## config.mk

```make
export PLATFORM = sky130hd
export DESIGN_NAME = shifter_param
export DESIGN_NICKNAME = d
export VERILOG_FILES = /design/src/rtl/shifter_pkg.sv /design/src/rtl/shifter_step.sv /design/src/rtl/shifter_param.sv
export SDC_FILE = /design/constraint.sdc
export NUM_CORES = 1
export LEC_CHECK = 0
export ABC_AREA = 1
export CAP_MARGIN = 20
export CORE_MARGIN = 2
export CORE_UTILIZATION = 47
export CTS_CLUSTER_DIAMETER = 100
export DETAILED_ROUTE_END_ITERATION = 8
export GPL_ROUTABILITY_DRIVEN = 0
export PLACE_DENSITY = 0.88
export REMOVE_ABC_BUFFERS = 1
export SKIP_LAST_GASP = 1
export SYNTH_ARGS = -nofsm -noshare
export SYNTH_HDL_FRONTEND = slang
export SYNTH_SLANG_ARGS = --single-unit
export TNS_END_PERCENT = 10
```

## constraint.sdc

```tcl
create_clock -name clk -period 1.3 [get_ports clk]
set_input_delay 0.26 -clock clk [delete_from_list [all_inputs] [get_ports clk]]
set_output_delay 0.26 -clock clk [all_outputs]
set_load 0.05 [all_outputs]
```

## src/rtl/shifter_pkg.sv

```systemverilog
// ----------------------------------------------------------------------------
// shifter_pkg
// Shared types for the parameterised shift-register block.
//   mode_t  : shift operation selected at load time (SLL, SRL, SRA, ROL)
//   state_t : control FSM states (IDLE, SHIFT, DONE)
//   shifts_right() : true for the modes whose shifted-out bit feeds sticky
// ----------------------------------------------------------------------------
package shifter_pkg;

   typedef enum logic [1:0] {
      SLL = 2'b00,
      SRL = 2'b01,
      SRA = 2'b10,
      ROL = 2'b11
   } mode_t;

   typedef enum logic [1:0] {
      IDLE  = 2'b00,
      SHIFT = 2'b01,
      DONE  = 2'b10
   } state_t;

   // Only right shifts discard bits off the LSB end that matter for sticky.
   function automatic logic shifts_right(mode_t m);
      return (m == SRL) || (m == SRA);
   endfunction

endpackage

```

## src/rtl/shifter_step.sv

```systemverilog
// ----------------------------------------------------------------------------
// shifter_step
// Purely combinational single-bit shift step.
// Ports:
//   mode        : operation to apply (SLL, SRL, SRA, ROL)
//   din         : current register value
//   dout        : register value after one step
//   shifted_out : the bit leaving the register on this step (for ROL it is
//                 the bit wrapped around from MSB to LSB)
// ----------------------------------------------------------------------------
module shifter_step
   import shifter_pkg::*;
#(
   parameter int WIDTH = 8
) (
   input  mode_t             mode,
   input  logic [WIDTH-1:0]  din,
   output logic [WIDTH-1:0]  dout,
   output logic              shifted_out
);

   // One step of the selected operation; SRA keeps the sign bit in place
   // and copies it downward, ROL recirculates the MSB into the LSB.
   always_comb begin
      dout        = din;
      shifted_out = 1'b0;
      case (mode)
         SLL: begin
            dout        = {din[WIDTH-2:0], 1'b0};
            shifted_out = din[WIDTH-1];
         end
         SRL: begin
            dout        = {1'b0, din[WIDTH-1:1]};
            shifted_out = din[0];
         end
         SRA: begin
            dout        = {din[WIDTH-1], din[WIDTH-1:1]};
            shifted_out = din[0];
         end
         ROL: begin
            dout        = {din[WIDTH-2:0], din[WIDTH-1]};
            shifted_out = din[WIDTH-1];
         end
         default: begin
            dout        = din;
            shifted_out = 1'b0;
         end
      endcase
   end

endmodule

```

## src/rtl/shifter_param.sv

```systemverilog
// ----------------------------------------------------------------------------
// shifter_param
// Multi-cycle shift register: loads SI on start, then applies `amt`
// single-bit steps of the latched mode, one per clock with shn high, and
// pulses done for one cycle at the end.
// Ports:
//   clk    : clock, rising edge
//   rst    : asynchronous active-low reset
//   SI     : parallel load data
//   start  : load SI and begin an operation (honoured in IDLE only)
//   mode   : 00 SLL, 01 SRL, 10 SRA, 11 ROL (latched at load)
//   amt    : number of single-bit steps (latched at load)
//   shn    : shift enable; low pauses the operation in SHIFT
//   SO     : shift register contents (direct register output)
//   busy   : high while in SHIFT
//   done   : one-cycle completion pulse
//   sticky : OR of all bits shifted out by SRL/SRA steps
//            (present only when SHIFTER_STICKY_EN is defined)
// Configuration macro: SHIFTER_STICKY_EN
// ----------------------------------------------------------------------------
module shifter_param
   import shifter_pkg::*;
#(
   parameter int WIDTH = 8,
   parameter int AW    = $clog2(WIDTH)
) (
   input  logic              clk,
   input  logic              rst,
   input  logic [WIDTH-1:0]  SI,
   input  logic              start,
   input  logic [1:0]        mode,
   input  logic [AW-1:0]     amt,
   input  logic              shn,
   output logic [WIDTH-1:0]  SO,
   output logic              busy,
   output logic              done
`ifdef SHIFTER_STICKY_EN
   ,
   output logic              sticky
`endif
);

   state_t            state;
   mode_t             mode_q;
   logic [AW-1:0]     cnt;
   logic [WIDTH-1:0]  step_out;
   logic              step_bit;

   shifter_step #(
      .WIDTH (WIDTH)
   ) u_step (
      .mode        (mode_q),
      .din         (SO),
      .dout        (step_out),
      .shifted_out (step_bit)
   );

   // Control FSM, step counter and data register. mode and amt are captured
   // on the load edge so later changes on the inputs cannot disturb an
   // operation in progress. A zero amount skips SHIFT entirely.
   always_ff @(posedge clk or negedge rst) begin
      if (!rst) begin
         state  <= IDLE;
         mode_q <= SLL;
         cnt    <= '0;
         SO     <= '0;
      end else begin
         case (state)
            IDLE: begin
               if (start) begin
                  SO     <= SI;
                  mode_q <= mode_t'(mode);
                  cnt    <= amt;
                  state  <= (amt != '0) ? SHIFT : DONE;
               end
            end
            SHIFT: begin
               if (shn) begin
                  SO  <= step_out;
                  cnt <= cnt - AW'(1);
                  if (cnt == AW'(1)) begin
                     state <= DONE;
                  end
               end
            end
            DONE: begin
               state <= IDLE;
            end
            default: begin
               state <= IDLE;
            end
         endcase
      end
   end

   assign busy = (state == SHIFT);
   assign done = (state == DONE);

`ifdef SHIFTER_STICKY_EN
   // Sticky accumulates bits falling off the LSB during right shifts. It is
   // cleared on the load edge and otherwise held, so it stays valid through
   // done and until the next load.
   always_ff @(posedge clk or negedge rst) begin
      if (!rst) begin
         sticky <= 1'b0;
      end else if ((state == IDLE) && start) begin
         sticky <= 1'b0;
      end else if ((state == SHIFT) && shn && shifts_right(mode_q)) begin
         sticky <= sticky | step_bit;
      end
   end
`else
   logic unused_step_bit;
   assign unused_step_bit = step_bit;
`endif

endmodule

```

==> out/metrics.yaml, run 1 <==
status: "complete, but fails checks"
violations: "setup timing"
yosys_warnings: 0
numCtsBuffers: 3
synth.top_cells.by_area: "dfrtp_1, nand2_1, nor2_1"
core.rowCount: 16
grt_use_total_pct: 22.4
crit_path_end_kind: "output pin"
fin_crit_ns: 1.35
drive_above_1_share_pct: 27.5
antenna-diode-count: 0
comb_power_share_pct: 71.1
grt_pass1_wl_um: 4330
final_antenna_net_count: 0
fmax_ghz: 0.738
cts.htree.levels: 1
reg2reg_depth: 5
drtIter0Drc: 26
finClkSkew_ns: 0.00268
cts_sinks: 15
clkTransAtPathRegs_ns: 0.08
die_h_um: 50.2
vias: 1052
clk_latency_ns: 0.29
synth_top_area_share_pct: 37.5
clkPwrFrac_pct: 6.0
grt_max_degree: 16
slew_headroom_pct: 82.3
drc: 0
synth.most_common_cell: "nand2_1"
p_sw_share_pct: 49.9
first_pass_iters: 5
r2r_slack_ns: -0.02
ir_worst_vdd_uv: 1630
dieWidth_um: 50.2
tritoncts: "done"
rsz0062_at_grt: "true"
dpl.hpwl_um: 1800
routed_wl_um: 2420
preCtsSetupSlack_ns: -0.313
p_int_mw: 2.20
routedWlPerCell_um: 11.8
syn_area_um2: 1000
hold_viol: 0
arrival_ns: 1.09
rr_endpoint: "SO[4]"
finalCritPeriodShare_pct: 104
grt_overflow: 0
whs_ns: 0.277
p_sw_mw: 2.20
synth.avg_cell_area_um2: 7.20
pin_count: 27
cap_violations: 0
finalPower_mw: 4.40
grt_pass1_vias: 1050
port_buffers: 26
cts-root-buf: "clkbuf_4"
worst_pin_slew_ns: 0.266
synth.ff_latch_count: 15
synth_top_cell_by_area: "dfrtp_1"
worstSetupStartpointType: "flip-flop"
setup_tns_ns: -0.170
die-area_um2: 2520
setup_ws_ns: -0.0547
setup_viol: 7
r2r-start: "state[0]"
antenna_found_initial: 0
crit_fanout: 6
syn_inst: 139
yosysSeqAreaShare_pct: 37.5
powerDensity_nw_per_um2: 2930
nets: 198
synth_ff_type: "dfrtp_1"
cts_buffer_depth: 2
drv_slew: 0
crit_required_ns: 1.04
syn2layout_area_growth_pct: 50.1
yosys-top-cells-count: "nand2_1, nor2_1, inv_1, dfrtp_1, nand3_1"
ys_types: 19
core_area_um2: 1980
p_seq_share_pct: 22.8
synth_edf_count: 0
viasPerCell: 5.13
criticalPathCategory: "flip-flop to output pin"
async_flop_share_pct: 100
initial_utilization_pct: 50.5
leakage_nw: 0.758
hold_path_class: "input port to asynchronous set/reset pin"
==> cell families after synthesis <==
family                     Yosys count  share of synthesized area [%]
and+or+nand+nor                     74                           34.1
AOI/OAI and AO/OA                   20                           12.9
adders and majority gates            2                           2.50
buffers and inverters               28                           13.0
DFF                                 15                           37.5
==> worst max-delay path, cell delays in order, from the launching register on <==
cell and delay [ns]:
dfrtp_2 0.49, nand2_4 0.13, inv_8 0.05, buf_12 0.14
==> what timing repair did <==
action	in CTS	in global routing
gates cloned	0	0
gates resized for setup	5	6
pin swaps	0	1
buffers inserted	5	1
endpoints found under the setup margin	11	14
hold buffers	0	0
==> routing by layer <==
| metal | up-vias | track usage, % | share of wire (%) |
|---|---|---|---|
| li1 | 507 | - | - |
| met1 | 494 | 26.1 | 39 |
| met2 | 43 | 38.8 | 54 |
| met3 | 8 | 6.55 | 5.1 |
| met4 | 0 | 7.87 | 1.7 |
| met5 | - | 0 | 0 |
==> through the flow <==
stage                     std cells  utilization (%)  cell area [µm²]
final                           205             75.8             1500
after global routing            205             75.8             1500
after CTS                       204             74.6             1480
after detailed placement        195             71.0             1410
after global placement          195             71.0             1410
after floorplan                 136                -              967
==> state kept, by name (all words and copies together) (netlist names) <==
signal and flops:
state 2, mode_q 2, SO 8, cnt 3
==> how the worst max path moves through the flow <==
stage              from     to  slack [ns]
2_1_floorplan  state[0]   done       -0.08
3_3_place_gp        shn  SO[5]       -0.26
3_5_place_dp        shn  SO[3]       -0.31
4_1_cts        state[0]   done       -0.05
5_1_grt        state[0]   busy       -0.11
6_report       state[0]   busy       -0.05
==> placed cells by master, fill, tap and decap left out, types with 2 or more instances in the layout <==
cell             instances
nand2_4                  3
o21ai_1                  4
nor2_4                   2
a21oi_2                  7
nand3_1                 14
buf_12                  10
clkdlybuf4s50_1         16
clkbuf_4                 3
inv_2                    2
nand2_1                 26
nor2_2                   4
o21ai_0                  4
a21oi_1                  3
inv_1                   21
dfrtp_1                 14
ha_1                     2
buf_4                   12
nor2_1                  23
==> power by group through the flow <==
stage               combinational, mW  sequential (mW)  clock (mW)
floorplan                        1.39             1.30           0
global placement                 2.79            0.971           0
detailed placement               2.88            0.990           0
CTS                              3.05            0.989       0.277
global route                     3.39             1.04       0.295
finish                           3.13             1.01       0.264
==> layout make-up <==
class	count	area, µm²
Multi-Input combinational cell	96	512
Fill cell	131	479
Timing Repair Buffer	38	450
Sequential cell	15	377
Inverter	25	104
Tap cell	27	33.8
Clock buffer	4	26.3
Note: power is estimated with default switching activity, not from simulation.
==> run 2, diff against run 1 <==
--- a/config.mk
+++ b/config.mk
@@ -8,11 +8,12 @@
 export ABC_AREA = 1
 export CAP_MARGIN = 20
 export CORE_MARGIN = 2
-export CORE_UTILIZATION = 47
+export CORE_UTILIZATION = 43
 export CTS_CLUSTER_DIAMETER = 100
+export CTS_CLUSTER_SIZE = 16
 export DETAILED_ROUTE_END_ITERATION = 8
 export GPL_ROUTABILITY_DRIVEN = 0
-export PLACE_DENSITY = 0.88
+export PLACE_DENSITY = 0.72
 export REMOVE_ABC_BUFFERS = 1
 export SKIP_LAST_GASP = 1
 export SYNTH_ARGS = -nofsm -noshare
==> constraint.sdc (replaced) <==
create_clock -name clk -period 1.1 [get_ports clk]
set_input_delay 0.22 -clock clk [delete_from_list [all_inputs] [get_ports clk]]
set_output_delay 0.22 -clock clk [all_outputs]
set_load 0.05 [all_outputs]
==> run 2 against run 1 <==
The run still ends with setup timing left. Die area is 8.5% higher. Setup slack worse by 0.17 ns. Hold slack worse by 0.035 ns. Clock skew hardly changed. Power is 27% higher. Critical path depth is 1 higher. First-iteration DRC count is 15% higher. Flip-flop and latch count stayed put. Sequential power is 11% higher. Routed wire length is 9.1% higher. Non-clock buffer count is 10 higher. Cell count is 5.4% higher. Critical path type unchanged.
==> out/metrics.yaml, run 2 (synthesis results as in run 1) <==
status: "complete, but fails checks"
violations: "setup timing"
grt_overflow: 0  # unchanged
drtIter0Drc: 30  # +15%
slew_headroom_pct: 81.4  # -0.82 points
preCtsSetupSlack_ns: -0.484  # -0.170 ns
grt_pass1_wl_um: 4820  # +11%
powerDensity_nw_per_um2: 3480  # +19%
dpl.hpwl_um: 1840  # +2.3%
worstSetupStartpointType: "flip-flop"
cap_violations: 0  # unchanged
syn2layout_area_growth_pct: 60.1
arrival_ns: 1.10  # about the same
grt_pass1_vias: 1134  # +8.0%
cts.htree.levels: 1  # unchanged
hold_path_class: "input port to asynchronous set/reset pin"
comb_power_share_pct: 74.1  # +3.0 points
grt_use_total_pct: 23.8  # +1.4 points
final_cell_mix: "nand2_1, nor2_1, inv_1"
die-area_um2: 2730  # +8.5%
first_pass_iters: 4  # -1
antenna_found_initial: 0  # unchanged
cts_sinks: 15  # unchanged
routedWlPerCell_um: 12.2  # +3.6%
clkTransAtPathRegs_ns: 0.10  # +0.02 ns
clk_latency_ns: 0.28  # about the same
crit_required_ns: 0.88  # -0.16 ns
drive_above_1_share_pct: 30.9  # +3.3 points
regMostFlops: "SO"
rr_endpoint: "SO[6]"
layout_commonest_cell: "nand2_1"
initial_utilization_pct: 45.2  # -5.3 points
routed_wl_um: 2640  # +9.1%
p_int_mw: 2.85  # +29%
setup_ws_ns: -0.223  # -0.168 ns
r2r-start: "state[1]"
setup_tns_ns: -2.75  # -2.58 ns
largest_reg_flops: 8  # unchanged
port_buffers: 26  # unchanged
largestRegisters: "SO x8, cnt x3"
numCtsBuffers: 3  # unchanged
grt_max_degree: 16  # unchanged
hold_viol: 0  # unchanged
viasPerCell: 4.96  # -3.3%
final_area_um2: 1600  # +6.7%
rsz0062_at_grt: "true"
core.rowCount: 17  # +1
reg2reg_depth: 7  # +2
drc: 0  # unchanged
clkPwrFrac_pct: 5.8  # -0.2 points
finClkSkew_ns: 0.00247  # -0.000208 ns
place_area_um2: 1480  # +4.9%
pin_count: 27  # unchanged
cts-root-buf: "clkbuf_4"
antenna-diode-count: 0  # unchanged
nets: 208  # +5.1%
core_area_um2: 2210  # +12%
fmax_ghz: 0.756
p_seq_share_pct: 20.1  # -2.7 points
final_core_util_pct: 72.5  # -3.4 points
r2r_slack_ns: -0.19  # -0.17 ns
dieWidth_um: 52.2  # +4.2%
tritoncts: "done"
fin_crit_ns: 1.32
criticalPathCategory: "flip-flop to output pin"
final_antenna_net_count: 0  # unchanged
finalCritPeriodShare_pct: 120
drv_slew: 0  # unchanged
worst_pin_slew_ns: 0.278  # +0.0123 ns
setup_viol: 23  # +16
crit_fanout: 2  # -4
p_sw_mw: 2.72  # +24%
vias: 1072  # +1.9%
p_sw_share_pct: 48.8  # -1.1 points
crit_path_end_kind: "output pin"
finalPower_mw: 5.58  # +27%
leakage_nw: 0.816  # +7.7%
cts_buffer_depth: 2  # unchanged
die_h_um: 52.2  # +4.2%
ir_worst_vdd_uv: 1800  # +10%
==> run 2: how the worst max path moves through the flow <==
stage	from	end	slack (ns)	depth (start not counted)
after detailed placement	shn	SO[6]	-0.48	7
after CTS	state[0]	busy	-0.20	4
final	state[1]	done	-0.22	4
after global placement	shn	SO[5]	-0.43	7
after floorplan	state[0]	done	-0.24	1
after global routing	state[0]	SO[5]	-0.26	8
==> run 2: metrics by stage <==
stage	hold slack [ns]	cells
3_3_place_gp	0.508	205
3_5_place_dp	0.526	205
5_1_grt	0.274	216
4_1_cts	0.244	216
6_report	0.242	216
2_1_floorplan	-0.0756	136
==> run 2: repair_timing <==
action | CTS | global route
setup endpoints to repair | 25 | 25
hold endpoints to repair | 0 | 0
pin swaps | 2 | 1
gates cloned | 0 | 0
hold buffers | 0 | 0
buffers inserted | 7 | 0
resized for setup | 13 | 1
==> run 2: metal layers <==
layer,wire (µm),vias up,track usage [%],part of all wire (%)
met1,1070,495,28.5,41
met4,46,0,8.97,1.7
met5,0,-,0,0
met2,1390,42,42.4,52
li1,-,527,-,-
met3,138,8,3.71,5.2
==> run 2: area by class of cell <==
cell class	count	area, µm²
Fill cell	165	609
Timing Repair Buffer	48	533
Multi-Input combinational cell	96	528
Sequential cell	15	375
Inverter	25	104
Tap cell	28	35.0
Clock buffer	3	22.5
Clock inverter	1	5.00
==> run 2: worst max-delay path, cell delays in order (launching register included) <==
cell and delay, ns:
dfrtp_1 0.40, inv_2 0.07, buf_6 0.12, nor2_4 0.09, buf_12 0.14
==> run 2: power by group through the flow <==
| stage | clock [mW] | sequential [mW] | combinational (mW) |
|---|---|---|---|
| after floorplan | 0 | 1.54 | 1.65 |
| final | 0.324 | 1.12 | 4.13 |
| after CTS | 0.332 | 1.12 | 4.08 |
| after global placement | 0 | 1.13 | 3.59 |
| after detailed placement | 0 | 1.15 | 3.69 |
| after global routing | 0.357 | 1.16 | 4.50 |
==> run 3, diff against run 2 <==
--- a/config.mk
+++ b/config.mk
@@ -10,7 +10,7 @@
 export CORE_MARGIN = 2
 export CORE_UTILIZATION = 43
 export CTS_CLUSTER_DIAMETER = 100
-export CTS_CLUSTER_SIZE = 16
+export CTS_CLUSTER_SIZE = 30
 export DETAILED_ROUTE_END_ITERATION = 8
 export GPL_ROUTABILITY_DRIVEN = 0
 export PLACE_DENSITY = 0.72
==> results of run 3 <==
Same layout as run 2: the final DEF is identical, and so are final timing and power.
